### src/rtl/serial_frame_rx_if.sv
// rtl/serial_frame_rx_if.sv - serial line input and received-byte bus of serial_frame_rx
interface serial_frame_rx_if #(
    parameter int DATA_WIDTH = 8
);
    logic                  transmit_data;
    logic                  received_n;
    logic [DATA_WIDTH-1:0] received_data;
    logic                  frame_err;
    logic                  parity_err;
    logic                  busy;

    modport master (
        input  transmit_data,
        output received_n,
        output received_data,
        output frame_err,
        output parity_err,
        output busy
    );

    modport slave (
        output transmit_data,
        input  received_n,
        input  received_data,
        input  frame_err,
        input  parity_err,
        input  busy
    );
endinterface

### src/rtl/serial_frame_rx.sv
// rtl/serial_frame_rx.sv - oversampled serial frame receiver; SERIAL_FRAME_RX_PARITY_EN adds even parity
module serial_frame_rx #(
    parameter int DATA_WIDTH   = 8,
    parameter int ADDR_WIDTH   = 4,
    parameter int CLKS_PER_BIT = 4
) (
    input  logic clk,
    input  logic rst,
    serial_frame_rx_if.master bus
);
    // ADDR_WIDTH only exists so every block in the device shares one parameter set.
    localparam int BAUD_W = $clog2(CLKS_PER_BIT) + 0 * ADDR_WIDTH;
    localparam int BIT_W  = $clog2(DATA_WIDTH + 1);
    localparam logic [BAUD_W-1:0] HALF_M1  = BAUD_W'(CLKS_PER_BIT / 2 - 1);
    localparam logic [BAUD_W-1:0] FULL_M1  = BAUD_W'(CLKS_PER_BIT - 1);
    localparam logic [BIT_W-1:0]  LAST_BIT = BIT_W'(DATA_WIDTH - 1);

    typedef enum logic [2:0] {
        IDLE,
        START,
        DATA,
`ifdef SERIAL_FRAME_RX_PARITY_EN
        PARITY,
`endif
        STOP,
        BREAK
    } state_t;

    state_t                state;
    logic [BAUD_W-1:0]     baud_cnt;
    logic [BIT_W-1:0]      bit_cnt;
    logic [DATA_WIDTH-1:0] shift_reg;
    logic [DATA_WIDTH-1:0] rx_data_q;
    logic                  rx_n_q;
    logic                  frame_err_q;
    logic                  busy_q;
    logic                  line;
`ifdef SERIAL_FRAME_RX_PARITY_EN
    logic                  parity_err_q;
    logic                  parity_bad;
`endif

    assign line = bus.transmit_data;

    always_ff @(posedge clk) begin
        if (rst) begin
            state       <= IDLE;
            baud_cnt    <= '0;
            bit_cnt     <= '0;
            shift_reg   <= '0;
            rx_data_q   <= '0;
            rx_n_q      <= 1'b1;
            frame_err_q <= 1'b0;
            busy_q      <= 1'b0;
`ifdef SERIAL_FRAME_RX_PARITY_EN
            parity_err_q <= 1'b0;
            parity_bad   <= 1'b0;
`endif
        end else begin
            rx_n_q      <= 1'b1;
            frame_err_q <= 1'b0;
`ifdef SERIAL_FRAME_RX_PARITY_EN
            parity_err_q <= 1'b0;
`endif
            case (state)
                IDLE: begin
                    if (!line) begin
                        state    <= START;
                        baud_cnt <= '0;
                        busy_q   <= 1'b1;
                    end
                end
                START: begin
                    if (baud_cnt == HALF_M1) begin
                        baud_cnt <= '0;
                        if (!line) begin
                            state   <= DATA;
                            bit_cnt <= '0;
                        end else begin
                            state  <= IDLE;
                            busy_q <= 1'b0;
                        end
                    end else begin
                        baud_cnt <= baud_cnt + 1'b1;
                    end
                end
                DATA: begin
                    if (baud_cnt == FULL_M1) begin
                        baud_cnt  <= '0;
                        shift_reg <= DATA_WIDTH'({line, shift_reg} >> 1);
                        if (bit_cnt == LAST_BIT) begin
`ifdef SERIAL_FRAME_RX_PARITY_EN
                            state <= PARITY;
`else
                            state <= STOP;
`endif
                        end else begin
                            bit_cnt <= bit_cnt + 1'b1;
                        end
                    end else begin
                        baud_cnt <= baud_cnt + 1'b1;
                    end
                end
`ifdef SERIAL_FRAME_RX_PARITY_EN
                PARITY: begin
                    if (baud_cnt == FULL_M1) begin
                        baud_cnt   <= '0;
                        parity_bad <= line ^ (^shift_reg);
                        state      <= STOP;
                    end else begin
                        baud_cnt <= baud_cnt + 1'b1;
                    end
                end
`endif
                STOP: begin
                    if (baud_cnt == FULL_M1) begin
                        baud_cnt <= '0;
                        if (line) begin
                            state  <= IDLE;
                            busy_q <= 1'b0;
`ifdef SERIAL_FRAME_RX_PARITY_EN
                            if (parity_bad) begin
                                parity_err_q <= 1'b1;
                            end else begin
                                rx_data_q <= shift_reg;
                                rx_n_q    <= 1'b0;
                            end
`else
                            rx_data_q <= shift_reg;
                            rx_n_q    <= 1'b0;
`endif
                        end else begin
                            frame_err_q <= 1'b1;
                            state       <= BREAK;
                        end
                    end else begin
                        baud_cnt <= baud_cnt + 1'b1;
                    end
                end
                // A line held low after a framing error must not look like a new start bit.
                BREAK: begin
                    if (line) begin
                        state  <= IDLE;
                        busy_q <= 1'b0;
                    end
                end
                default: begin
                    state  <= IDLE;
                    busy_q <= 1'b0;
                end
            endcase
        end
    end

    assign bus.received_n    = rx_n_q;
    assign bus.received_data = rx_data_q;
    assign bus.frame_err     = frame_err_q;
    assign bus.busy          = busy_q;
`ifdef SERIAL_FRAME_RX_PARITY_EN
    assign bus.parity_err    = parity_err_q;
`else
    assign bus.parity_err    = 1'b0;
`endif
endmodule

### src/flat_wrapper.sv
// flat-port wrapper written by rule: the top's interface ports become plain ports
module serial_frame_rx_flat 
#(
    parameter int DATA_WIDTH   = 8,
    parameter int ADDR_WIDTH   = 4,
    parameter int CLKS_PER_BIT = 4
)
  (clk, rst, bus_transmit_data, bus_received_n, bus_received_data, bus_frame_err, bus_parity_err, bus_busy);
  serial_frame_rx_if #(.DATA_WIDTH(DATA_WIDTH)) bus_i ();
  input  logic clk;
  input  logic rst;
  input wire logic [$bits(bus_i.transmit_data)-1:0] bus_transmit_data;
  output wire logic [$bits(bus_i.received_n)-1:0] bus_received_n;
  output wire logic [$bits(bus_i.received_data)-1:0] bus_received_data;
  output wire logic [$bits(bus_i.frame_err)-1:0] bus_frame_err;
  output wire logic [$bits(bus_i.parity_err)-1:0] bus_parity_err;
  output wire logic [$bits(bus_i.busy)-1:0] bus_busy;
  assign bus_i.transmit_data = bus_transmit_data;
  assign bus_received_n = bus_i.received_n;
  assign bus_received_data = bus_i.received_data;
  assign bus_frame_err = bus_i.frame_err;
  assign bus_parity_err = bus_i.parity_err;
  assign bus_busy = bus_i.busy;
  serial_frame_rx #(.DATA_WIDTH(DATA_WIDTH), .ADDR_WIDTH(ADDR_WIDTH), .CLKS_PER_BIT(CLKS_PER_BIT)) u_core (.clk(clk), .rst(rst), .bus(bus_i));
endmodule
### config.mk
export PLATFORM = sky130hd
export DESIGN_NAME = serial_frame_rx_flat
export DESIGN_NICKNAME = d
export VERILOG_FILES = /design/src/rtl/serial_frame_rx_if.sv /design/src/rtl/serial_frame_rx.sv /design/src/flat_wrapper.sv
export SDC_FILE = /design/constraint.sdc
export NUM_CORES = 1
export LEC_CHECK = 0
export CORE_MARGIN = 5
export CORE_UTILIZATION = 50
export DETAILED_ROUTE_END_ITERATION = 8
export DONT_BUFFER_PORTS = 1
export PLACE_DENSITY = 0.61
export SYNTH_ARGS = -nofsm -noshare
export SYNTH_HDL_FRONTEND = slang
export SYNTH_SLANG_ARGS = --single-unit
### constraint.sdc
create_clock -name clk -period 2.66 [get_ports clk]
set_clock_uncertainty 0.15 [all_clocks]
set_input_delay 0.532 -clock clk [delete_from_list [all_inputs] [get_ports clk]]
set_output_delay 0.532 -clock clk [all_outputs]
set_load 0.1 [all_outputs]
# == Yosys cells after proc, flatten, opt, wreduce, memory -nomap -nowiden ==
# Index checks and enable logic that the tools add are counted.
# Widths: inputs -> output; s select.
# totals
ff_bits,28
input_bits,3
out_inout_bits,12
wordCells,63
# classes
addsub,2
eq_ne,15
mux,24
bitwise_logic,3
reduce_logical,11
# ops
op,count
$mux 3,7
$mux 4,4
$pmux 3 s5,1
$mux 2,4
$ne 2x1->1 const B,4
$ne 2x2->1 const B,4
$pmux 4 s2,1
$eq 3x2->1 const B,2
$pmux 2 s3,1
$reduce_and 6->1,1
$mux 1,5
$pmux 1 s5,1
$reduce_and 5->1,1
$add 4x1->4 const B,1
$eq 4x3->1 const B,1
$reduce_and 2->1,2
$reduce_and 4->1,1
$eq 3x1->1 const B,1
$eq 3x3->1 const B,1
$logic_not 3->1,1
$not 1->1,3
$reduce_and 3->1,1
$reduce_bool 3->1,1
$reduce_or 3->1,1
5 further kinds,5

# == Longest topological paths before layout ==
# depth
depth_word,4
mapped_depth,5
mapped_depth_nobuf,5

# == Worst setup path after synthesis ==
# OpenSTA, ideal clock, no wires.
# synth_timing
path_kind,input to register
from,input bus_transmit_data
to,register u_core.bit_cnt[3]
setup_ns,0.120
arrival_ns,1.625
required_ns,2.390
path_slack_ns,0.766
stages,4
path_buffers,1
path_cell_list,buf_2 -> or4b_1 -> o211a_1 -> a211o_1
# synth_via
elab_chain_cells,2
# synth_rtl
item,line_no,text
from (decl),flat_wrapper.sv:12,input wire logic [$bits(bus_i.transmit_data)-1:0] bus_transmit_data;
$ne 2x2->1 (no line),-,
$reduce_and 5->1 (no line),-,
to (signal assigned),serial_frame_rx.sv:98,bit_cnt <= bit_cnt + 1'b1;
to (decl),serial_frame_rx.sv:31,logic [BIT_W-1:0] bit_cnt;
# No other way between the ends.
# A chain may end at the register's enable or synchronous reset.

# == Final worst setup path ==
# layout_timing
from,register u_core.state[0]
to,register u_core.bit_cnt[2]
# layout_via
elab_chain_cells,3
elab_cells_between_ends,9
cone_classes,eq/ne: 6; mux: 1; reduce/logical: 2
# layout_rtl
item,line_no,text
from (decl),serial_frame_rx.sv:29,state_t state;
from (signal assigned),serial_frame_rx.sv:47,state <= IDLE;
from (signal assigned),serial_frame_rx.sv:68,state <= START;
from (signal assigned),serial_frame_rx.sv:77,state <= DATA;
$eq 3x2->1 / $eq 3x1->1 (equally long branches),serial_frame_rx.sv:65,case (state)
$ne 2x2->1 (no line) (tied with other cells),-,
$reduce_and 5->1 (no line),-,
# Several ways; a longest one is shown, not always the timed one.

==> flow_summary.toml <==
[setup_path]
arrival_ns = 1.95
worst-setup-path-type = "reg2reg"
crit_path_max_fanout = 16
crit_path_end_kind = "register"
critical_path.max_stage_delay_ns = 0.61
timing.rr.start = "u_core.state[0]$_SDFFE_PP0P_"
cp-start-kind = "register"
slowest_stage = "dfxtp_1"
startpoint = "u_core.state[0]$_SDFFE_PP0P_"
r2r_setup_slack_ns = 0.80
cp.required_ns = 2.75
crit_path_cell_trace = "or4b_1 > o22a_1 > a32o_1"

[clocking]
cts-hold-fix-buffers = 0
cts_setup_buffers = 0
cts.repair.resized = 0
clkTransAtPathRegs_ns = 0.16
cts_made_buffers = 3
cts.path.max_buffers = 2
cts_tree = "done"
clock_latency_ns = 0.33
cts_sinks = 28
cts_root_buffer = "clkbuf_4"
cts_max_level = 1

[global_routing]
grt_usage_pct = 15.6
grt_max_degree = 28
grt_pass1_wl_mm = 4.29
grt.overflow.total = 0
antenna_found_initial = 0
first_global_vias = 978

[timing]
worstMarginPinSlew_ns = 0.523
relSlewSlack_pct = 64.6
rsz0062_at_grt = "false"
report.final.slew_viol_count = 0
timing.final.crit_share_pct = 70.0
fin_crit_ns = 1.86
holdWs_ns = 0.0939
timing.setup.tns_ns = 0
max_freq_ghz = 0.537
setup_violations = 0
hold_viol_final = 0

[detailed_routing]
drc_errors = 0
drt-pass1-iter-count = 4
wl_per_cell_um = 13.5
routed_via_density = 5.68
drt-total-wl_mm = 2.50
num_vias = 1051
drt_iter0_drc = 57
ant_nets = 0

[finish]
ff_latch_area_um2 = 561
diodes = 0
final_common_cell = "dfxtp_1"
multi_input_area_um2 = 629
nNetsFinal = 163
area_delta_synth_final_pct = 10.9
mostFrequentLayoutCells = "dfxtp_1 (28), a21oi_1 (19), nand2_1 (19)"
nFillCells = 228
drive_gt1_share_pct = 12.3

[synth]
synth_area_mm2 = 0.00126
synth_seq_cells = 28
yosysWarnings = 0
postSynthAreaPerCell_um2 = 8.42
synthTopCellsByArea = "dfxtp_1 (44%), a21oi_1 (7.5%), nand2_1 (5.6%)"
synth_top_area_share_pct = 44.4
syn_nets = 157
yosysUniqueCellTypes = 37
synth_cells = 150
seq_area_frac_synth_pct = 44.4
synth.largest_area_cell = "dfxtp_1"

[power_and_ir_drop]
p_int_mw = 0.593
comb_power_share_pct = 6.7
p_leak_nw = 0.524
pwr-share-clk_pct = 36.7
swShare_pct = 22.4
switchingPower_mw = 0.172
power_density_mw_per_mm2 = 546
p_seq_share_pct = 56.6
vdd_drop_max_uv = 329

[flow_run]
maxCapViolations = 0

[die]
start_util_pct = 51.4
die_w_um = 60.3
die_area_mm2 = 0.00363
io_pins = 15
die_h_um = 60.3
core-area_mm2 = 0.00245
num_rows = 18

[worst_hold_path]
hold_path_class = "in2reg"
hold_start = "rst"

[placed_design]
io_buffers = 0
hpwl_mm = 1.72
routabilityCongestion = 0.771

[status]
status = "completed"
[path summary, 6_finish.rpt]
kind | to | depth (start not counted)
hold reg to reg | u_core.shift_reg[0]$_SDFFE_PP0P_ | 2
hold / removal | u_core.bus.received_data[0]$_SDFFE_PP0P_ | 1
setup reg to reg | u_core.bit_cnt[2]$_SDFFE_PP0P_ | 3
setup / recovery | u_core.bit_cnt[2]$_SDFFE_PP0P_ | 3
[power by group through the flow]
stage	Clock, mW	Sequential [mW]	Combinational, mW
final	0.281	0.433	0.0514
after global routing	0.304	0.435	0.0559
after CTS	0.287	0.433	0.0518
after detailed placement	0	0.442	0.0516
after global placement	0	0.441	0.0509
after floorplan	0	0.452	0.0428
[critical path: cells and delay by family, from the launching register on]
| kind | cells | cell delay (ns) |
|---|---|---|
| and+or+nand+nor | 1 | 0.51 |
| AOI/OAI and AO/OA | 2 | 0.51 |
| DFF | 1 | 0.61 |
[final cells by class]
type	instances	share of cell area (%)
multi-input combinational	104	45.0
clock inverter	1	2.14
sequential	28	40.0
tap	30	2.68
inverter	6	1.61
timing repair buffer	13	6.97
clock buffer	3	1.61
[kinds of logic after synthesis]
kind of cell / count (synthesis) / share of synthesized area (%)
AO/OA/AOI/OAI: 42 / 19.6
adder cells (fa/ha/maj): 4 / 3.96
buffers and inverters: 18 / 5.75
flip-flops: 28 / 44.4
multiplexers: 3 / 2.48
other: 1 / 0.297
AND/OR/NAND/NOR: 54 / 23.5
[Yosys cell counts, drive strengths merged]
master   instances
a2111oi          1
a211o            2
a21o             1
a21oi           19
a311oi           1
a31o             1
a31oi            2
a32o             1
and3             2
and3b            1
and4b            1
buf              2
clkbuf          10
conb             1
dfxtp           28
ha               4
inv              6
mux2             1
mux2i            2
nand2           19
nand2b           1
nand3           10
nand3b           2
nand4b           2
nand4bb          1
nor2             4
nor2b            1
nor3             2
nor3b            2
nor4             3
nor4b            1
nor4bb           1
o211a            1
o21ai           12
o22a             1
or4b             1
[stage by stage]
stage	power [mW]	worst slack (ns)	cell area [um2]	util (%)	cells
2_1_floorplan	0.494	0.766	1260	-	150
3_3_place_gp	0.492	0.863	1350	54.9	181
3_5_place_dp	0.494	0.820	1350	54.9	181
5_1_grt	0.795	0.669	1400	57.0	185
4_1_cts	0.772	0.803	1400	57.0	185
6_report	0.765	0.797	1400	57.0	185
[routing by layer]
metal  global-route usage [%]  vias to the layer above  wire (um)  share of wire (%)
li1                         -                      542          -                  -
met1                     21.1                      478       1210                 48
met2                     23.6                       29       1100                 44
met3                     3.02                        2        167                6.7
met4                     6.96                        0         15               0.60
met5                        0                        -          0                  0
(Power assumes the default switching activity.)
